File: src/rtl/hdp_pkg.sv
// Shared types and constants for the HDP-1280-2 register sequencer.
package hdp_pkg;

  typedef enum logic [2:0] {
    ST_INIT_GAP,
    ST_INIT_ISSUE,
    ST_INIT_WAIT,
    ST_READY,
    ST_HOST_ISSUE,
    ST_HOST_WAIT,
    ST_GAP
  } state_t;

  localparam logic HDP_RD_BIT = 1'b1;
  localparam logic HDP_WR_BIT = 1'b0;

  localparam int unsigned INIT_ENTRY_W = 15;

endpackage

File: src/rtl/hdp_reg_sequencer_if.sv
// Host request/response port plus SPI engine command port of the sequencer.
interface hdp_reg_sequencer_if;

  logic       enable;
  logic       req_valid;
  logic       req_ready;
  logic       req_rnw;
  logic [6:0] req_addr;
  logic [7:0] req_wdata;
  logic       rsp_valid;
  logic [7:0] rsp_rdata;
  logic       rsp_error;
  logic       init_done;
  logic       init_error;
  logic       spi_enable;
  logic       spi_start;
  logic [7:0] spi_tx_upper;
  logic [7:0] spi_tx_lower;
  logic       spi_busy;
  logic       spi_done;
  logic [7:0] spi_rx_lower;

  modport slave (
    input  enable, req_valid, req_rnw, req_addr, req_wdata,
           spi_busy, spi_done, spi_rx_lower,
    output req_ready, rsp_valid, rsp_rdata, rsp_error, init_done, init_error,
           spi_enable, spi_start, spi_tx_upper, spi_tx_lower
  );

  modport master (
    output enable, req_valid, req_rnw, req_addr, req_wdata,
           spi_busy, spi_done, spi_rx_lower,
    input  req_ready, rsp_valid, rsp_rdata, rsp_error, init_done, init_error,
           spi_enable, spi_start, spi_tx_upper, spi_tx_lower
  );

endinterface

File: src/rtl/hdp_init_rom.sv
// HDP-1280-2 power-up register table: index -> {addr[6:0], data[7:0]}.
module hdp_init_rom
  import hdp_pkg::*;
#(
  parameter int unsigned INIT_LEN = 8
) (
  input  logic [3:0]              index,
  output logic [INIT_ENTRY_W-1:0] entry
);

  logic [INIT_ENTRY_W-1:0] raw;

  always_comb begin
    raw = '0;
    unique case (index)
      4'd0:  raw = {7'h00, 8'h01};
      4'd1:  raw = {7'h01, 8'h0F};
      4'd2:  raw = {7'h02, 8'h40};
      4'd3:  raw = {7'h03, 8'h80};
      4'd4:  raw = {7'h06, 8'h22};
      4'd5:  raw = {7'h07, 8'h3C};
      4'd6:  raw = {7'h0A, 8'h11};
      4'd7:  raw = {7'h0B, 8'h05};
      4'd8:  raw = {7'h0C, 8'h00};
      4'd9:  raw = {7'h0D, 8'h7F};
      4'd10: raw = {7'h10, 8'hA0};
      4'd11: raw = {7'h11, 8'h0A};
      4'd12: raw = {7'h14, 8'h33};
      4'd13: raw = {7'h15, 8'h18};
      4'd14: raw = {7'h20, 8'h01};
      4'd15: raw = {7'h21, 8'h00};
      default: raw = '0;
    endcase
  end

  assign entry = (32'(index) >= INIT_LEN) ? '0 : raw;

endmodule

File: src/rtl/hdp_reg_sequencer.sv
// Replays the init table into the SLM driver after reset, then serves single
// host register reads/writes through the HDP-1280-2 SPI engine.
module hdp_reg_sequencer
  import hdp_pkg::*;
#(
  parameter int unsigned INIT_LEN       = 8,
  parameter int unsigned GAP_CYCLES     = 64,
  parameter int unsigned TIMEOUT_CYCLES = 4095,
  parameter int unsigned CNT_W          = 12
) (
  input  logic i_clock,
  input  logic i_reset,
  hdp_reg_sequencer_if.slave bus
);

  state_t                  state, state_next;
  logic [CNT_W-1:0]        cnt;
  logic [4:0]              idx;
  logic                    pend, start;
  logic [7:0]              tx_upper, tx_lower;
  logic                    lat_rnw;
  logic [6:0]              lat_addr;
  logic [7:0]              lat_wdata;
  logic                    rsp_valid, rsp_error;
  logic [7:0]              rsp_rdata;
  logic                    init_done, init_error;
  logic [INIT_ENTRY_W-1:0] rom_entry;
  logic [7:0]              issue_upper, issue_lower;
  logic                    launch, accept, xfer_ok, xfer_tmo, cnt_clr;
  logic                    gap_end, tmo_hit, can_launch, last_entry;

  hdp_init_rom #(.INIT_LEN(INIT_LEN)) u_rom (
    .index (idx[3:0]),
    .entry (rom_entry)
  );

  assign gap_end    = (cnt == CNT_W'(GAP_CYCLES - 1));
  assign tmo_hit    = (cnt == CNT_W'(TIMEOUT_CYCLES));
  assign can_launch = bus.enable && !bus.spi_busy;
  assign last_entry = (idx == 5'(INIT_LEN - 1));

  always_ff @(posedge i_clock or posedge i_reset) begin
    if (i_reset) state <= ST_INIT_GAP;
    else         state <= state_next;
  end

  always_comb begin
    state_next = state;
    launch     = 1'b0;
    accept     = 1'b0;
    xfer_ok    = 1'b0;
    xfer_tmo   = 1'b0;
    cnt_clr    = 1'b0;
    unique case (state)
      ST_INIT_GAP: if (gap_end) begin
        state_next = ST_INIT_ISSUE;
        cnt_clr    = 1'b1;
      end
      ST_INIT_ISSUE: if (can_launch) begin
        launch     = 1'b1;
        state_next = ST_INIT_WAIT;
      end
      ST_INIT_WAIT, ST_HOST_WAIT: begin
        // done wins over a timeout landing on the same cycle
        if (bus.spi_done) begin
          xfer_ok    = 1'b1;
          cnt_clr    = 1'b1;
          state_next = (state == ST_INIT_WAIT && !last_entry) ? ST_INIT_GAP : ST_GAP;
        end else if (tmo_hit) begin
          xfer_tmo   = 1'b1;
          cnt_clr    = 1'b1;
          state_next = ST_GAP;
        end
      end
      ST_READY: if (bus.req_valid && bus.enable) begin
        accept     = 1'b1;
        state_next = ST_HOST_ISSUE;
      end
      ST_HOST_ISSUE: if (can_launch) begin
        launch     = 1'b1;
        state_next = ST_HOST_WAIT;
      end
      ST_GAP: if (gap_end) begin
        state_next = ST_READY;
        cnt_clr    = 1'b1;
      end
      default: state_next = ST_INIT_GAP;
    endcase
  end

  always_comb begin
    issue_upper = '0;
    issue_lower = '0;
    if (state == ST_INIT_ISSUE) begin
      issue_upper = {HDP_WR_BIT, rom_entry[14:8]};
      issue_lower = rom_entry[7:0];
    end else begin
      issue_upper = {lat_rnw, lat_addr};
      issue_lower = (lat_rnw == HDP_RD_BIT) ? 8'h00 : lat_wdata;
    end
  end

  always_ff @(posedge i_clock or posedge i_reset) begin
    if (i_reset) begin
      cnt        <= '0;
      idx        <= '0;
      pend       <= 1'b0;
      start      <= 1'b0;
      tx_upper   <= '0;
      tx_lower   <= '0;
      lat_rnw    <= 1'b0;
      lat_addr   <= '0;
      lat_wdata  <= '0;
      rsp_valid  <= 1'b0;
      rsp_error  <= 1'b0;
      rsp_rdata  <= '0;
      init_done  <= 1'b0;
      init_error <= 1'b0;
    end else begin
      // bytes load on launch, strobe follows one cycle later; the timeout
      // count is held at zero until the strobe cycle itself
      pend  <= launch;
      start <= pend;
      if (cnt_clr || launch || pend)
        cnt <= '0;
      else if (state inside {ST_INIT_GAP, ST_GAP, ST_INIT_WAIT, ST_HOST_WAIT})
        cnt <= cnt + 1'b1;
      if (launch) begin
        tx_upper <= issue_upper;
        tx_lower <= issue_lower;
      end
      if (accept) begin
        lat_rnw   <= bus.req_rnw;
        lat_addr  <= bus.req_addr;
        lat_wdata <= bus.req_wdata;
      end
      rsp_valid <= 1'b0;
      if (state == ST_HOST_WAIT && (xfer_ok || xfer_tmo)) begin
        rsp_valid <= 1'b1;
        rsp_error <= xfer_tmo;
        rsp_rdata <= (xfer_ok && lat_rnw == HDP_RD_BIT) ? bus.spi_rx_lower : '0;
      end
      if (state == ST_INIT_WAIT) begin
        if (xfer_ok) begin
          idx <= idx + 1'b1;
          if (last_entry) init_done <= 1'b1;
        end
        if (xfer_tmo) init_error <= 1'b1;
      end
    end
  end

  assign bus.req_ready    = (state == ST_READY);
  assign bus.rsp_valid    = rsp_valid;
  assign bus.rsp_rdata    = rsp_rdata;
  assign bus.rsp_error    = rsp_error;
  assign bus.init_done    = init_done;
  assign bus.init_error   = init_error;
  assign bus.spi_enable   = 1'b1;
  assign bus.spi_start    = start;
  assign bus.spi_tx_upper = tx_upper;
  assign bus.spi_tx_lower = tx_lower;

endmodule

File: src/flat_wrapper.sv
// flat-port wrapper written by rule: the top's interface ports become plain ports
module hdp_reg_sequencer_flat import hdp_pkg::*;
#(
  parameter int unsigned INIT_LEN       = 8,
  parameter int unsigned GAP_CYCLES     = 64,
  parameter int unsigned TIMEOUT_CYCLES = 4095,
  parameter int unsigned CNT_W          = 12
)
  (i_clock, i_reset, bus_enable, bus_req_valid, bus_req_rnw, bus_req_addr, bus_req_wdata, bus_spi_busy, bus_spi_done, bus_spi_rx_lower, bus_req_ready, bus_rsp_valid, bus_rsp_rdata, bus_rsp_error, bus_init_done, bus_init_error, bus_spi_enable, bus_spi_start, bus_spi_tx_upper, bus_spi_tx_lower);
  hdp_reg_sequencer_if bus_i ();
  input  logic i_clock;
  input  logic i_reset;
  input wire logic [$bits(bus_i.enable)-1:0] bus_enable;
  input wire logic [$bits(bus_i.req_valid)-1:0] bus_req_valid;
  input wire logic [$bits(bus_i.req_rnw)-1:0] bus_req_rnw;
  input wire logic [$bits(bus_i.req_addr)-1:0] bus_req_addr;
  input wire logic [$bits(bus_i.req_wdata)-1:0] bus_req_wdata;
  input wire logic [$bits(bus_i.spi_busy)-1:0] bus_spi_busy;
  input wire logic [$bits(bus_i.spi_done)-1:0] bus_spi_done;
  input wire logic [$bits(bus_i.spi_rx_lower)-1:0] bus_spi_rx_lower;
  output wire logic [$bits(bus_i.req_ready)-1:0] bus_req_ready;
  output wire logic [$bits(bus_i.rsp_valid)-1:0] bus_rsp_valid;
  output wire logic [$bits(bus_i.rsp_rdata)-1:0] bus_rsp_rdata;
  output wire logic [$bits(bus_i.rsp_error)-1:0] bus_rsp_error;
  output wire logic [$bits(bus_i.init_done)-1:0] bus_init_done;
  output wire logic [$bits(bus_i.init_error)-1:0] bus_init_error;
  output wire logic [$bits(bus_i.spi_enable)-1:0] bus_spi_enable;
  output wire logic [$bits(bus_i.spi_start)-1:0] bus_spi_start;
  output wire logic [$bits(bus_i.spi_tx_upper)-1:0] bus_spi_tx_upper;
  output wire logic [$bits(bus_i.spi_tx_lower)-1:0] bus_spi_tx_lower;
  assign bus_i.enable = bus_enable;
  assign bus_i.req_valid = bus_req_valid;
  assign bus_i.req_rnw = bus_req_rnw;
  assign bus_i.req_addr = bus_req_addr;
  assign bus_i.req_wdata = bus_req_wdata;
  assign bus_i.spi_busy = bus_spi_busy;
  assign bus_i.spi_done = bus_spi_done;
  assign bus_i.spi_rx_lower = bus_spi_rx_lower;
  assign bus_req_ready = bus_i.req_ready;
  assign bus_rsp_valid = bus_i.rsp_valid;
  assign bus_rsp_rdata = bus_i.rsp_rdata;
  assign bus_rsp_error = bus_i.rsp_error;
  assign bus_init_done = bus_i.init_done;
  assign bus_init_error = bus_i.init_error;
  assign bus_spi_enable = bus_i.spi_enable;
  assign bus_spi_start = bus_i.spi_start;
  assign bus_spi_tx_upper = bus_i.spi_tx_upper;
  assign bus_spi_tx_lower = bus_i.spi_tx_lower;
  hdp_reg_sequencer #(.INIT_LEN(INIT_LEN), .GAP_CYCLES(GAP_CYCLES), .TIMEOUT_CYCLES(TIMEOUT_CYCLES), .CNT_W(CNT_W)) u_core (.i_clock(i_clock), .i_reset(i_reset), .bus(bus_i));
endmodule
File: config.mk
export PLATFORM = sky130hd
export DESIGN_NAME = hdp_reg_sequencer_flat
export DESIGN_NICKNAME = d
export VERILOG_FILES = /design/src/rtl/hdp_pkg.sv /design/src/rtl/hdp_reg_sequencer_if.sv /design/src/rtl/hdp_init_rom.sv /design/src/rtl/hdp_reg_sequencer.sv /design/src/flat_wrapper.sv
export SDC_FILE = /design/constraint.sdc
export NUM_CORES = 1
export LEC_CHECK = 0
export ABC_AREA = 0
export CORE_MARGIN = 1
export CORE_UTILIZATION = 56
export CTS_CLUSTER_DIAMETER = 200
export DETAILED_ROUTE_END_ITERATION = 10
export GPL_ROUTABILITY_DRIVEN = 1
export HOLD_SLACK_MARGIN = 0.05
export PLACE_DENSITY = 0.91
export SLEW_MARGIN = 15
export SYNTH_ARGS = -nofsm -noshare
export SYNTH_HDL_FRONTEND = slang
export SYNTH_SLANG_ARGS = --single-unit
File: constraint.sdc
create_clock -name i_clock -period 6.48 [get_ports i_clock]
set_input_delay 1.296 -clock i_clock [delete_from_list [all_inputs] [get_ports i_clock]]
set_output_delay 1.296 -clock i_clock [all_outputs]
set_load 0.005 [all_outputs]
==> flow_summary.html, run 1 <==
<table>
<tr><th>Metric</th><th>Value</th></tr>
<tr><th colspan="2">Floorplanning</th></tr>
<tr><td>Std-Cell Rows</td><td>27</td></tr>
<tr><td>Starting density of the core</td><td>58.22%</td></tr>
<tr><td>Die Y</td><td>77.90 um</td></tr>
<tr><td>Die extent in x</td><td>77.90 um</td></tr>
<tr><td>Floorplan die area</td><td>approximately 6100 um2</td></tr>
<tr><td>Total I/O pin count</td><td>61</td></tr>
<tr><td>Placeable core region</td><td>5540 um2</td></tr>
<tr><th colspan="2">Placed design</th></tr>
<tr><td>GP Congestion</td><td>about 0.79</td></tr>
<tr><td>Port buffer count</td><td>59</td></tr>
<tr><td>DPL Wire Length</td><td>between 4000 and 5000 um</td></tr>
<tr><td>Placed Cells incl. Taps</td><td>434</td></tr>
<tr><th colspan="2">Clock tree</th></tr>
<tr><td>Clock root cell</td><td>clkbuf_8</td></tr>
<tr><td>Clock transition time at the flip-flop clock pins of the worst setup and hold paths</td><td>0.07 ns</td></tr>
<tr><td>Cells resized by post-CTS repair</td><td>0</td></tr>
<tr><td>Number of buffers created by CTS</td><td>9</td></tr>
<tr><td>CTS tree</td><td>built</td></tr>
<tr><td>Hold bufs inserted after CTS</td><td>0</td></tr>
<tr><td>Post-CTS setup buffers</td><td>0</td></tr>
<tr><td>Level count of the clock H-tree</td><td>3</td></tr>
<tr><td>Clock Latency Late Sink</td><td>0.33 ns</td></tr>
<tr><td>CTS Buffer Depth</td><td>2</td></tr>
<tr><td>CTS sink count</td><td>66</td></tr>
<tr><th colspan="2">Yosys</th></tr>
<tr><td>Total nets after synthesis</td><td>364</td></tr>
<tr><td>Average size of a mapped cell</td><td>9.956 um2</td></tr>
<tr><td>Synth top area share</td><td>51.20%</td></tr>
<tr><td>Post-synthesis cell type count</td><td>45</td></tr>
<tr><td>Fraction of the mapped netlist area in compound gates</td><td>between 10% and 20%</td></tr>
<tr><td>XOR/XNOR share of the synthesized area</td><td>1.086%</td></tr>
<tr><td>Main flop type after synthesis</td><td>dfrtp_1</td></tr>
<tr><td>Number of instances in the synthesized netlist</td><td>324</td></tr>
<tr><td>Number of synthesized register bits</td><td>66</td></tr>
<tr><td>Post-Synth Adder-Cell Area</td><td>4.189%</td></tr>
<tr><td>Count of yosys warnings during synthesis</td><td>0</td></tr>
<tr><td>Yosys top cell by area</td><td>dfrtp_1</td></tr>
<tr><td>Basic-gate share of the synthesized area counting and, or, nand and nor cells</td><td>16.37%</td></tr>
<tr><td>Async S/R FF share, synth</td><td>100.0%</td></tr>
<tr><td>Combinational family with the most area after synthesis</td><td>compound AO/OA/AOI/OAI gates</td></tr>
<tr><td>Mux share of post-synthesis cell area</td><td>under 10%</td></tr>
<tr><td>Post-synth design cell area</td><td>about 3200 um2</td></tr>
<tr><td>Number of synthesized flops with an enable pin</td><td>0</td></tr>
<tr><td>Largest cells by area after synthesis</td><td>dfrtp_1 51%, o21ai_0 5.6%, mux2_2 5.2%</td></tr>
<tr><td>Sequential cell area fraction in the yosys report</td><td>approximately half</td></tr>
<tr><td>Top-count cell post-synth</td><td>dfrtp_1</td></tr>
<tr><td>List of most frequent post-synthesis cells</td><td>66 x dfrtp_1, 36 x nand2_1, 36 x o21ai_0, 19 x inv_1, 16 x a21oi_1</td></tr>
<tr><th colspan="2">Detailed routing</th></tr>
<tr><td>Number of detailed-route iterations in the first pass</td><td>5</td></tr>
<tr><td>DR vias/cell</td><td>5.747</td></tr>
<tr><td>Detailed-route wire length per cell</td><td>15.96 um</td></tr>
<tr><td>Final wirelength</td><td>7181 um</td></tr>
<tr><td>Total number of vias</td><td>2,586</td></tr>
<tr><td>Antenna-violating nets left</td><td>0</td></tr>
<tr><td>DRC violation count after routing</td><td>0</td></tr>
<tr><td>Initial DRC count</td><td>270</td></tr>
<tr><th colspan="2">Min path</th></tr>
<tr><td>Path category of the worst min-delay check</td><td>reg -&gt; reg</td></tr>
<tr><td>Hold Startpoint</td><td>u_core.bus.init_error</td></tr>
<tr><td>Hold Crit Depth</td><td>1</td></tr>
<tr><td>Worst Hold Path EP</td><td>u_core.bus.init_error</td></tr>
<tr><th colspan="2">Worst setup path</th></tr>
<tr><td>Endpoint class of the critical path</td><td>output pin</td></tr>
<tr><td>CP top delay family</td><td>buffers and inverters</td></tr>
<tr><td>Slowest cell on the critical path</td><td>clkdlybuf4s50_1</td></tr>
<tr><td>Startpoint types</td><td>flop</td></tr>
<tr><td>List of cells traversed by the critical path</td><td>inv_1 &gt; nor3_1 &gt; clkdlybuf4s50_1</td></tr>
<tr><td>Highest net fanout along the worst path</td><td>8</td></tr>
<tr><td>CP peak stage delay</td><td>0.57 ns</td></tr>
<tr><td>Flop2flop setup slack</td><td>4.14 ns</td></tr>
<tr><td>FF-to-FF Start</td><td>u_core.cnt[0]</td></tr>
<tr><td>Data arrival time at the worst-slack endpoint</td><td>1.88 ns</td></tr>
<tr><td>Critical path depth in cells</td><td>3</td></tr>
<tr><td>Path type of the worst setup path</td><td>reg -&gt; out</td></tr>
<tr><td>Register-to-Register Path Depth</td><td>6</td></tr>
<tr><td>Worst path buffer plus inverter count</td><td>2</td></tr>
<tr><td>Required time of the critical path</td><td>a little over 5 ns</td></tr>
<tr><td>Worst reg2reg path endpoint</td><td>u_core.cnt[7]</td></tr>
<tr><th colspan="2">Power and ir drop</th></tr>
<tr><td>Clock network fraction of design power</td><td>a little over a fifth</td></tr>
<tr><td>Pleak</td><td>1.792 nW</td></tr>
<tr><td>Worst IR drop on VDD</td><td>0.2043 mV</td></tr>
<tr><td>Portion of total power attributed to combinational logic</td><td>36.6%</td></tr>
<tr><td>Switching pwr</td><td>0.0005808 W</td></tr>
<tr><td>Pwr/cell area</td><td>403.4 nW/um2</td></tr>
<tr><td>Overall power of the completed layout</td><td>0.001623 W</td></tr>
<tr><td>Total internal power</td><td>0.001042 W</td></tr>
<tr><td>Switching Fraction</td><td>35.80%</td></tr>
<tr><td>Sequential power share</td><td>about two fifths</td></tr>
<tr><th colspan="2">Timing</th></tr>
<tr><td>Worst rel slew slack</td><td>between 30 and 40%</td></tr>
<tr><td>Final setup fails</td><td>0</td></tr>
<tr><td>RSZ-0062 raised after global routing</td><td>no</td></tr>
<tr><td>Worst Tran Pin Value</td><td>around 0.94 ns</td></tr>
<tr><td>Total negative slack for setup checks</td><td>0 ns</td></tr>
<tr><td>Final hold violation count</td><td>0</td></tr>
<tr><td>Min cycle time layout</td><td>3.181 ns</td></tr>
<tr><td>Worst Skew</td><td>0.01009 ns</td></tr>
<tr><td>Share of the clock period used by the worst path</td><td>between 40% and 50%</td></tr>
<tr><td>Max Freq</td><td>314.4 MHz</td></tr>
<tr><td>Final Max Slew Viols</td><td>0</td></tr>
<tr><th colspan="2">Finish</th></tr>
<tr><td>Final Util</td><td>between 70% and 80%</td></tr>
<tr><td>Fraction of final layout cells with drive strength greater than 1</td><td>10.58%</td></tr>
<tr><td># fillers</td><td>387</td></tr>
<tr><td>Layout area overhead</td><td>24.71%</td></tr>
<tr><td>Ant. Diodes</td><td>0</td></tr>
<tr><td>Number of standard cells in the final layout excluding fillers</td><td>450</td></tr>
<tr><td>Number of nets in the layout</td><td>roughly 410</td></tr>
<tr><th colspan="2">Global route</th></tr>
<tr><td>Largest net degree at the start of global routing</td><td>67</td></tr>
<tr><td>Global-route wire length before repair</td><td>12,230 um</td></tr>
<tr><td>GRT Util Overall</td><td>26.17%</td></tr>
<tr><td>Overflow left after global routing</td><td>0</td></tr>
<tr><td>Via count of the first global-routing pass</td><td>2,572</td></tr>
<tr><td>Antenna violations before repair</td><td>0</td></tr>
<tr><th colspan="2">Flow run</th></tr>
<tr><td>Max-capacitance violation count</td><td>0</td></tr>
<tr><th colspan="2">Status</th></tr>
<tr><td>Run status</td><td>finished clean</td></tr>
</table>
==> through the flow <==
| stage | hold slack (ns) | setup slack, ns | instance area, um2 |
|---|---|---|---|
| 2_1_floorplan | 0.4101 | 3.529 | 3226 |
| 3_3_place_gp | 0.4443 | 3.378 | 3817 |
| 3_5_place_dp | 0.4559 | 3.312 | 3817 |
| 4_1_cts | 0.4706 | 3.273 | 4023 |
| 5_1_grt | 0.5052 | 3.174 | 4023 |
| 6_report | 0.4687 | 3.299 | 4023 |
==> cell usage in the layout (no fill, tap or decap), types with 10 or more instances in the layout <==
cell / count
nand4_1: 10
clkdlybuf4s50_1: 59
inv_1: 18
dfrtp_1: 66
nand2_1: 36
o21ai_0: 36
ha_1: 10
clkbuf_8: 11
mux2_2: 15
a21oi_1: 16
a31oi_1: 13
==> sequential cells by signal, summed over array words and instances (netlist names), 3 cells and up <==
signal and flops:
u_core.idx 5, u_core.lat_wdata 8, u_core.bus.spi_tx_lower 8, u_core.cnt 12, u_core.bus.rsp_rdata 8, u_core.lat_addr 7
u_core.bus.spi_tx_upper 8, u_core.state 3
==> power groups by stage <==
stage               logic, W  clock network [W]  registers (W)
global placement    0.000555                  0       0.000669
floorplan           0.000391                  0       0.000628
CTS                 0.000594           0.000356       0.000672
finish              0.000594           0.000353       0.000675
detailed placement  0.000586                  0       0.000678
global route        0.000665           0.000374       0.000693
==> metal layers <==
| metal | GRT usage (%) | routed length, um |
|---|---|---|
| met4 | 12.22 | 102 |
| met1 | 33.10 | 3166 |
| met3 | 5.294 | 370 |
| met2 | 43.19 | 3542 |
| met5 | 0 | 0 |
==> kinds of logic after synthesis <==
logic type               Yosys count
other                              1
flip-flops                        66
multiplexers                      15
XOR/XNOR                           4
AO/OA/AOI/OAI                     85
AND/OR/NAND/NOR                  101
buffers and inverters             41
adder cells (fa/ha/maj)           11
==> area by class of cell <==
type / count / area [um2] / share of cell area (%)
timing repair buffer: 60 / 598.1 / 14.87
clock buffer: 12 / 155.1 / 3.857
sequential: 66 / 1652 / 41.06
inverter: 19 / 71.32 / 1.773
clock inverter: 4 / 50.05 / 1.244
multi-input combinational: 217 / 1406 / 34.96
tap: 72 / 90.09 / 2.240
==> worst max path at each step <==
stage,startpoint,to,slack [ns]
after global routing,u_core.state[0],bus_req_ready,3.17
after floorplan,i_reset,u_core.bus.init_done,3.53
after global placement,bus_spi_done,u_core.cnt[7],3.38
final,u_core.state[0],bus_req_ready,3.30
after detailed placement,bus_spi_done,u_core.cnt[5],3.31
after CTS,u_core.state[0],bus_req_ready,3.27
Power figures use the tool's default switching activity.
==> inputs of run 2 (changes only) <==
--- a/config.mk
+++ b/config.mk
@@ -7,12 +7,12 @@
 export LEC_CHECK = 0
 export ABC_AREA = 0
 export CORE_MARGIN = 1
-export CORE_UTILIZATION = 56
+export CORE_UTILIZATION = 47
 export CTS_CLUSTER_DIAMETER = 200
 export DETAILED_ROUTE_END_ITERATION = 10
 export GPL_ROUTABILITY_DRIVEN = 1
 export HOLD_SLACK_MARGIN = 0.05
-export PLACE_DENSITY = 0.91
+export PLACE_DENSITY = 0.82
 export SLEW_MARGIN = 15
 export SYNTH_ARGS = -nofsm -noshare
 export SYNTH_HDL_FRONTEND = slang
==> constraint.sdc (replaced) <==
create_clock -name i_clock -period 2.73 [get_ports i_clock]
set_input_delay 0.546 -clock i_clock [delete_from_list [all_inputs] [get_ports i_clock]]
set_output_delay 0.546 -clock i_clock [all_outputs]
set_load 0.005 [all_outputs]
==> run 2 against run 1 <==
Compared with the run above:
- total power is 140% higher
- count of clock-buffer cells in the layout is 3 lower
- die area is 19% higher
- core utilization is 9.6 points lower
- flip-flop and latch count stayed put
- wire length is 0.11% higher
- worst hold slack worse by 0.0053 ns
- via count is 2.2% higher
- critical path depth stayed put
- first-iteration DRC count is 26% lower
- combinational power is 140% higher
- critical path type unchanged
==> flow_summary.html, run 2 (same netlist as run 1, synthesis figures left out) <==
<table>
<tr><th>Metric</th><th>Value</th></tr>
<tr><th colspan="2">Min path</th></tr>
<tr><td>Path category of the worst min-delay check</td><td>reg -&gt; reg</td></tr>
<tr><td>Hold Startpoint</td><td>u_core.bus.init_done</td></tr>
<tr><td>Worst Hold Path EP</td><td>u_core.bus.init_done</td></tr>
<tr><td>Hold Crit Depth</td><td>1</td></tr>
<tr><th colspan="2">Power and ir drop</th></tr>
<tr><td>Clock network fraction of design power</td><td>22.9%</td></tr>
<tr><td>Sequential power share</td><td>roughly two fifths</td></tr>
<tr><td>Worst IR drop on VDD</td><td>0.4715 mV</td></tr>
<tr><td>Portion of total power attributed to combinational logic</td><td>36.2%</td></tr>
<tr><td>Total internal power</td><td>0.002529 W</td></tr>
<tr><td>Pwr/cell area</td><td>961.0 nW/um2</td></tr>
<tr><td>Overall power of the completed layout</td><td>~0.0039 W</td></tr>
<tr><td>Switching pwr</td><td>0.001402 W</td></tr>
<tr><td>Pleak</td><td>1.829 nW</td></tr>
<tr><td>Switching Fraction</td><td>35.67%</td></tr>
<tr><th colspan="2">Timing</th></tr>
<tr><td>Min cycle time layout</td><td>~2.4 ns</td></tr>
<tr><td>Worst Tran Pin Value</td><td>0.9265 ns</td></tr>
<tr><td>Worst rel slew slack</td><td>a little under two fifths</td></tr>
<tr><td>Max Freq</td><td>423.4 MHz</td></tr>
<tr><td>Share of the clock period used by the worst path</td><td>86.52%</td></tr>
<tr><td>Worst Skew</td><td>0.01200 ns</td></tr>
<tr><td>RSZ-0062 raised after global routing</td><td>no</td></tr>
<tr><td>Final setup fails</td><td>0</td></tr>
<tr><td>Final hold violation count</td><td>0</td></tr>
<tr><td>Total negative slack for setup checks</td><td>0 ns</td></tr>
<tr><td>Final Max Slew Viols</td><td>0</td></tr>
<tr><th colspan="2">Clock tree</th></tr>
<tr><td>Hold bufs inserted after CTS</td><td>0</td></tr>
<tr><td>Number of buffers created by CTS</td><td>9</td></tr>
<tr><td>CTS Buffer Depth</td><td>2</td></tr>
<tr><td>Clock Latency Late Sink</td><td>0.34 ns</td></tr>
<tr><td>Post-CTS setup buffers</td><td>0</td></tr>
<tr><td>Clock root cell</td><td>clkbuf_8</td></tr>
<tr><td>Cells resized by post-CTS repair</td><td>0</td></tr>
<tr><td>Clock transition time at the flip-flop clock pins of the worst setup and hold paths</td><td>about 0.070 ns</td></tr>
<tr><td>Level count of the clock H-tree</td><td>3</td></tr>
<tr><td>CTS tree</td><td>built</td></tr>
<tr><td>CTS sink count</td><td>66</td></tr>
<tr><th colspan="2">Worst setup path</th></tr>
<tr><td>Register-to-Register Path Depth</td><td>6</td></tr>
<tr><td>FF-to-FF Start</td><td>u_core.cnt[0]</td></tr>
<tr><td>Slowest cell on the critical path</td><td>clkdlybuf4s50_1</td></tr>
<tr><td>Flop2flop setup slack</td><td>0.39 ns</td></tr>
<tr><td>CP peak stage delay</td><td>0.54 ns</td></tr>
<tr><td>Worst reg2reg path endpoint</td><td>u_core.cnt[7]</td></tr>
<tr><td>Required time of the critical path</td><td>2.18 ns</td></tr>
<tr><td>Startpoint types</td><td>flop</td></tr>
<tr><td>Path type of the worst setup path</td><td>reg -&gt; out</td></tr>
<tr><td>Endpoint class of the critical path</td><td>output pin</td></tr>
<tr><td>Highest net fanout along the worst path</td><td>12</td></tr>
<tr><td>Data arrival time at the worst-slack endpoint</td><td>1.82 ns</td></tr>
<tr><td>List of cells traversed by the critical path</td><td>inv_1 &gt; nor3_1 &gt; clkdlybuf4s50_1</td></tr>
<tr><th colspan="2">Finish</th></tr>
<tr><td>Number of nets in the layout</td><td>between 400 and 500</td></tr>
<tr><td>Multi-input gate area</td><td>1406 um2</td></tr>
<tr><td>Register bank with the most flops</td><td>u_core.cnt</td></tr>
<tr><td>Max reg flops</td><td>12</td></tr>
<tr><td>Fraction of final layout cells with drive strength greater than 1</td><td>12.01%</td></tr>
<tr><td>Leading cell type in the layout, fill and taps excluded</td><td>dfrtp_1</td></tr>
<tr><td>Area used by sequential logic in the layout</td><td>1652 um2</td></tr>
<tr><td>Final cell area excluding filler cells</td><td>4091 um2</td></tr>
<tr><td># fillers</td><td>498</td></tr>
<tr><td>Number of standard cells in the final layout excluding fillers</td><td>460</td></tr>
<tr><td>Ant. Diodes</td><td>0</td></tr>
<tr><td>Layout area overhead</td><td>26.84%</td></tr>
<tr><td>Top library cells by usage in the layout, fill and taps aside</td><td>66 x dfrtp_1, 59 x clkdlybuf4s50_1, 36 x nand2_1, 36 x o21ai_0, 18 x inv_1</td></tr>
<tr><th colspan="2">Global route</th></tr>
<tr><td>Largest net degree at the start of global routing</td><td>34</td></tr>
<tr><td>Overflow left after global routing</td><td>0</td></tr>
<tr><td>Global-route wire length before repair</td><td>approximately 12,000 um</td></tr>
<tr><td>Antenna violations before repair</td><td>0</td></tr>
<tr><td>GRT Util Overall</td><td>21.58%</td></tr>
<tr><td>Via count of the first global-routing pass</td><td>2,539</td></tr>
<tr><th colspan="2">Floorplanning</th></tr>
<tr><td>Total I/O pin count</td><td>approximately 60</td></tr>
<tr><td>Std-Cell Rows</td><td>29</td></tr>
<tr><td>Floorplan die area</td><td>7199 um2</td></tr>
<tr><td>Starting density of the core</td><td>around 50%</td></tr>
<tr><td>Die extent in x</td><td>84.85 um</td></tr>
<tr><td>Placeable core region</td><td>~6500 um2</td></tr>
<tr><td>Die Y</td><td>84.85 um</td></tr>
<tr><th colspan="2">Placed design</th></tr>
<tr><td>Port buffer count</td><td>59</td></tr>
<tr><td>DPL Wire Length</td><td>5048 um</td></tr>
<tr><td>GP Congestion</td><td>0.8583</td></tr>
<tr><td>Placed instance area</td><td>3874 um2</td></tr>
<tr><td>Placed Cells incl. Taps</td><td>444</td></tr>
<tr><th colspan="2">Detailed routing</th></tr>
<tr><td>Initial DRC count</td><td>200</td></tr>
<tr><td>DRC violation count after routing</td><td>0</td></tr>
<tr><td>Total number of vias</td><td>~2,600</td></tr>
<tr><td>Number of detailed-route iterations in the first pass</td><td>6</td></tr>
<tr><td>Antenna-violating nets left</td><td>0</td></tr>
<tr><td>DR vias/cell</td><td>5.746</td></tr>
<tr><td>Final wirelength</td><td>7189 um</td></tr>
<tr><td>Detailed-route wire length per cell</td><td>15.63 um</td></tr>
<tr><th colspan="2">Flow run</th></tr>
<tr><td>Max-capacitance violation count</td><td>0</td></tr>
<tr><th colspan="2">Status</th></tr>
<tr><td>Run status</td><td>finished clean</td></tr>
</table>
[run 2: per-stage QoR]
step           util [%]  setup slack (ns)  hold slack (ns)
6_report          62.99            0.3679           0.4634
5_1_grt           62.99            0.2151           0.4925
4_1_cts           62.99            0.3622           0.4662
3_5_place_dp      59.64            0.3788           0.4500
3_3_place_gp      59.64            0.4571           0.4464
2_1_floorplan         -            0.5292           0.4101
[run 2: critical path, delay by kind of cell, from the launching register on]
| family | cells | cell delay [ns] |
|---|---|---|
| buffers and inverters | 2 | 0.70 |
| DFF | 1 | 0.53 |
| and+or+nand+nor | 1 | 0.25 |
[run 2: layer usage]
metal | share of wire (%) | up-vias | global-route usage (%) | wire (um)
met5 | 0 | - | 0 | 0
met4 | 1.3 | 0 | 7.396 | 95
met3 | 5.2 | 12 | 5.058 | 373
met2 | 49 | 81 | 34.52 | 3517
met1 | 45 | 1302 | 29.18 | 3203
li1 | - | 1248 | - | -
[run 2: power by group through the flow]
stage | logic (W) | clock network, W | registers [W]
2_1_floorplan | 0.000928 | 0 | 0.00149
3_3_place_gp | 0.00136 | 0 | 0.00160
3_5_place_dp | 0.00140 | 0 | 0.00162
4_1_cts | 0.00142 | 0.000910 | 0.00161
5_1_grt | 0.00158 | 0.000950 | 0.00166
6_report | 0.00142 | 0.000899 | 0.00161
[run 2: area by class of cell]
cell class                      instances  share of cell area (%)
Multi-Input combinational cell        217                   34.37
Inverter                               19                   1.743
Clock inverter                          7                   2.294
Tap cell                               77                   2.355
Timing Repair Buffer                   65                   15.84
Sequential cell                        66                   40.37
Clock buffer                            9                   3.028
[run 2: worst max-delay path by stage]
| stage | start | end | slack [ns] | cells after the start |
|---|---|---|---|---|
| after CTS | u_core.state[0] | bus_req_ready | 0.36 | 3 |
| after floorplan | i_reset | u_core.bus.init_done | 0.53 | 1 |
| after detailed placement | bus_spi_busy | u_core.bus.spi_tx_lower[1] | 0.38 | 4 |
| after global placement | bus_spi_busy | u_core.bus.spi_tx_lower[1] | 0.46 | 5 |
| after global routing | u_core.cnt[0] | u_core.cnt[7] | 0.22 | 6 |
| final | u_core.state[1] | bus_req_ready | 0.37 | 3 |
==> inputs of run 3 (changes only) <==
--- a/config.mk
+++ b/config.mk
@@ -5,7 +5,7 @@
 export SDC_FILE = /design/constraint.sdc
 export NUM_CORES = 1
 export LEC_CHECK = 0
-export ABC_AREA = 0
+export ABC_AREA = 1
 export CORE_MARGIN = 1
 export CORE_UTILIZATION = 47
 export CTS_CLUSTER_DIAMETER = 200
==> run 3 against run 2 <==
Compared with the run above:
- global-route usage is 0.25 points lower
- fmax grew 4.6%
- count of clock-buffer cells in the layout grew 3
==> flow_summary.html, run 3 <==
<table>
<tr><th>Metric</th><th>Value</th></tr>
<tr><th colspan="2">Status</th></tr>
<tr><td>Run status</td><td>finished clean</td></tr>
<tr><th colspan="2">Floorplanning</th></tr>
<tr><td>Starting density of the core</td><td>about half</td></tr>
<tr><td>Std-Cell Rows</td><td>30</td></tr>
<tr><td>Total I/O pin count</td><td>61</td></tr>
<tr><td>Floorplan die area</td><td>7338 um2</td></tr>
<tr><td>Die extent in x</td><td>between 80 and 90 um</td></tr>
<tr><td>Placeable core region</td><td>6794 um2</td></tr>
<tr><td>Die Y</td><td>around 86 um</td></tr>
<tr><th colspan="2">Yosys</th></tr>
<tr><td>Number of synthesized register bits</td><td>66</td></tr>
<tr><td>Synth top area share</td><td>approximately half</td></tr>
<tr><td>List of most frequent post-synthesis cells</td><td>93 x nand2_1, 66 x dfrtp_1, 37 x nor2_1, 28 x inv_1, 19 x nand3_1</td></tr>
<tr><td>Yosys top cell by area</td><td>dfrtp_1</td></tr>
<tr><td>Largest cells by area after synthesis</td><td>dfrtp_1 50%, nand2_1 11%, mux2_2 4.8%</td></tr>
<tr><td>Post-synth design cell area</td><td>3289 um2</td></tr>
<tr><td>Count of yosys warnings during synthesis</td><td>0</td></tr>
<tr><td>Async S/R FF share, synth</td><td>100.0%</td></tr>
<tr><td>Number of synthesized flops with an enable pin</td><td>0</td></tr>
<tr><td>Sequential cell area fraction in the yosys report</td><td>50.21%</td></tr>
<tr><td>Main flop type after synthesis</td><td>dfrtp_1</td></tr>
<tr><td>Total nets after synthesis</td><td>just over 400</td></tr>
<tr><td>Post-synthesis cell type count</td><td>33</td></tr>
<tr><td>Top-count cell post-synth</td><td>nand2_1</td></tr>
<tr><td>Number of instances in the synthesized netlist</td><td>365</td></tr>
<tr><td>Average size of a mapped cell</td><td>9.012 um2</td></tr>
<tr><th colspan="2">Timing</th></tr>
<tr><td>Min cycle time layout</td><td>~2.3 ns</td></tr>
<tr><td>Worst rel slew slack</td><td>59.21%</td></tr>
<tr><td>Max Freq</td><td>442.9 MHz</td></tr>
<tr><td>Worst Skew</td><td>approximately 0.0049 ns</td></tr>
<tr><td>Total negative slack for setup checks</td><td>0 ns</td></tr>
<tr><td>RSZ-0062 raised after global routing</td><td>no</td></tr>
<tr><td>Final Max Slew Viols</td><td>0</td></tr>
<tr><td>Final setup fails</td><td>0</td></tr>
<tr><td>Share of the clock period used by the worst path</td><td>82.70%</td></tr>
<tr><td>Final hold violation count</td><td>0</td></tr>
<tr><td>Worst Tran Pin Value</td><td>0.6095 ns</td></tr>
<tr><td>Worst hold slack across all endpoints</td><td>about 0.45 ns</td></tr>
<tr><th colspan="2">Power and ir drop</th></tr>
<tr><td>Switching Fraction</td><td>21.72%</td></tr>
<tr><td>Pwr/cell area</td><td>approximately 450 nW/um2</td></tr>
<tr><td>Pleak</td><td>between 1.5 and 2 nW</td></tr>
<tr><td>Sequential power share</td><td>about 53%</td></tr>
<tr><td>Total internal power</td><td>0.001468 W</td></tr>
<tr><td>Switching pwr</td><td>0.0004072 W</td></tr>
<tr><td>Worst IR drop on VDD</td><td>0.2755 mV</td></tr>
<tr><td>Clock network fraction of design power</td><td>about 43%</td></tr>
<tr><td>Portion of total power attributed to combinational logic</td><td>4.7%</td></tr>
<tr><th colspan="2">Detailed routing</th></tr>
<tr><td>Number of detailed-route iterations in the first pass</td><td>6</td></tr>
<tr><td>Detailed-routed wire length on met2</td><td>3458 um</td></tr>
<tr><td>Total number of vias</td><td>2,713</td></tr>
<tr><td>DR vias/cell</td><td>5.129</td></tr>
<tr><td>Highest metal layer with signal wires</td><td>met4</td></tr>
<tr><td>M1 wire length</td><td>3117 um</td></tr>
<tr><td>Initial DRC count</td><td>approximately 150</td></tr>
<tr><td>DRC violation count after routing</td><td>0</td></tr>
<tr><td>Total length of routed met3 wires</td><td>between 300 and 400 um</td></tr>
<tr><td>Antenna-violating nets left</td><td>0</td></tr>
<tr><td>Final wirelength</td><td>a little over 7000 um</td></tr>
<tr><td>Detailed-route wire length per cell</td><td>approximately 13 um</td></tr>
<tr><th colspan="2">Global route</th></tr>
<tr><td>Global-route wire length before repair</td><td>12,160 um</td></tr>
<tr><td>Antenna violations before repair</td><td>0</td></tr>
<tr><td>Largest net degree at the start of global routing</td><td>67</td></tr>
<tr><td>Via count of the first global-routing pass</td><td>around 2,700</td></tr>
<tr><td>Overflow left after global routing</td><td>0</td></tr>
<tr><td>GRT Util Overall</td><td>21.33%</td></tr>
<tr><th colspan="2">Min path</th></tr>
<tr><td>Path category of the worst min-delay check</td><td>reg -&gt; reg</td></tr>
<tr><td>Hold Startpoint</td><td>u_core.pend</td></tr>
<tr><td>Worst Hold Path EP</td><td>u_core.bus.spi_start</td></tr>
<tr><td>Hold Crit Depth</td><td>0</td></tr>
<tr><th colspan="2">Worst setup path</th></tr>
<tr><td>Endpoint class of the critical path</td><td>output pin</td></tr>
<tr><td>Worst reg2reg path endpoint</td><td>u_core.state[1]</td></tr>
<tr><td>Required time of the critical path</td><td>2.18 ns</td></tr>
<tr><td>Register-to-Register Path Depth</td><td>8</td></tr>
<tr><td>FF-to-FF Start</td><td>u_core.state[0]</td></tr>
<tr><td>Data arrival time at the worst-slack endpoint</td><td>1.71 ns</td></tr>
<tr><td>Highest net fanout along the worst path</td><td>7</td></tr>
<tr><td>Startpoint types</td><td>flop</td></tr>
<tr><td>Path type of the worst setup path</td><td>reg -&gt; out</td></tr>
<tr><td>Flop2flop setup slack</td><td>around 0.94 ns</td></tr>
<tr><th colspan="2">Finish</th></tr>
<tr><td>Leading cell type in the layout, fill and taps excluded</td><td>nand2_1</td></tr>
<tr><td>Number of nets in the layout</td><td>roughly 470</td></tr>
<tr><td>Top library cells by usage in the layout, fill and taps aside</td><td>93 x nand2_1, 66 x dfrtp_1, 59 x clkdlybuf4s50_1</td></tr>
<tr><td>Ant. Diodes</td><td>0</td></tr>
<tr><td>Fraction of final layout cells with drive strength greater than 1</td><td>13.39%</td></tr>
<tr><td>Layout area overhead</td><td>25.98%</td></tr>
<tr><td>Max reg flops</td><td>12</td></tr>
<tr><td>Register bank with the most flops</td><td>u_core.cnt</td></tr>
<tr><th colspan="2">Clock tree</th></tr>
<tr><td>Level count of the clock H-tree</td><td>3</td></tr>
<tr><td>Cells resized by post-CTS repair</td><td>0</td></tr>
<tr><td>Post-CTS setup buffers</td><td>0</td></tr>
<tr><td>Clock Latency Late Sink</td><td>0.35 ns</td></tr>
<tr><td>CTS tree</td><td>built</td></tr>
<tr><td>Clock root cell</td><td>clkbuf_8</td></tr>
<tr><td>CTS Buffer Depth</td><td>2</td></tr>
<tr><td>Number of buffers created by CTS</td><td>9</td></tr>
<tr><td>Clock transition time at the flip-flop clock pins of the worst setup and hold paths</td><td>0.07 ns</td></tr>
<tr><td>CTS sink count</td><td>66</td></tr>
<tr><td>Hold bufs inserted after CTS</td><td>0</td></tr>
<tr><th colspan="2">Placed design</th></tr>
<tr><td>DPL Wire Length</td><td>5023 um</td></tr>
<tr><td>Port buffer count</td><td>59</td></tr>
<tr><td>GP Congestion</td><td>0.8308</td></tr>
<tr><th colspan="2">Flow run</th></tr>
<tr><td>Max-capacitance violation count</td><td>0</td></tr>
</table>
-- run 3: power groups by stage --
| stage | logic, W | clock network (W) | registers [W] |
|---|---|---|---|
| floorplan | 0.0000313 | 0 | 0.00100 |
| global placement | 0.0000854 | 0 | 0.00100 |
| detailed placement | 0.0000886 | 0 | 0.00100 |
| CTS | 0.0000899 | 0.000813 | 0.000985 |
| global route | 0.0000963 | 0.000855 | 0.000985 |
| finish | 0.0000873 | 0.000802 | 0.000985 |
-- run 3: how the worst max path moves through the flow --
stage / startpoint / end / slack [ns]
floorplan: i_reset / u_core.bus.init_done / 0.53
global placement: bus_enable / u_core.cnt[9] / 0.60
detailed placement: bus_enable / u_core.bus.spi_tx_upper[0] / 0.52
CTS: u_core.state[0] / bus_req_ready / 0.46
global route: u_core.state[0] / bus_req_ready / 0.39
finish: u_core.state[0] / bus_req_ready / 0.47
-- run 3: logic make-up after synthesis --
kind of cell	count (synthesis)	share of synthesized area [%]
AO/OA/AOI/OAI	53	8.977
XOR/XNOR	5	1.331
adder cells (fa/ha/maj)	10	3.804
buffers and inverters	40	5.629
flip-flops	66	50.21
multiplexers	14	4.793
other	1	0.1140
AND/OR/NAND/NOR	176	25.14
-- run 3: metal layers --
| layer | vias to the layer above | global-route usage (%) |
|---|---|---|
| met5 | - | 0 |
| met1 | 1302 | 26.89 |
| li1 | 1311 | - |
| met2 | 85 | 35.27 |
| met4 | 0 | 10.61 |
| met3 | 15 | 4.139 |
-- run 3: area by class of cell --
class / instances / area [um2]
repair buffers: 60 / 610.6
clock buffers: 12 / 145.1
inverters: 33 / 123.9
well taps: 96 / 120.1
flip-flops and latches: 66 / 1652
clock inverters: 3 / 40.04
multi-input cells: 259 / 1453
fillers: 590 / 2650
-- run 3: worst max-delay path, cell delays in order, from the launching register on --
cell             delay, ns
dfrtp_1               0.56
nand3_1               0.17
inv_2                 0.12
clkdlybuf4s50_1       0.51
-- run 3: metrics by stage --
stage                     cells  area (um2)  power, W  worst slack, ns  util [%]
final                       529        4144  0.001875           0.4722     60.99
after CTS                   529        4144  0.001888           0.4622     60.99
after floorplan             365        3289  0.001034           0.5292         -
after detailed placement    514        3959  0.001092           0.5168     58.27
after global routing        529        4144  0.001936           0.3881     60.99
after global placement      514        3959  0.001089           0.5989     58.27
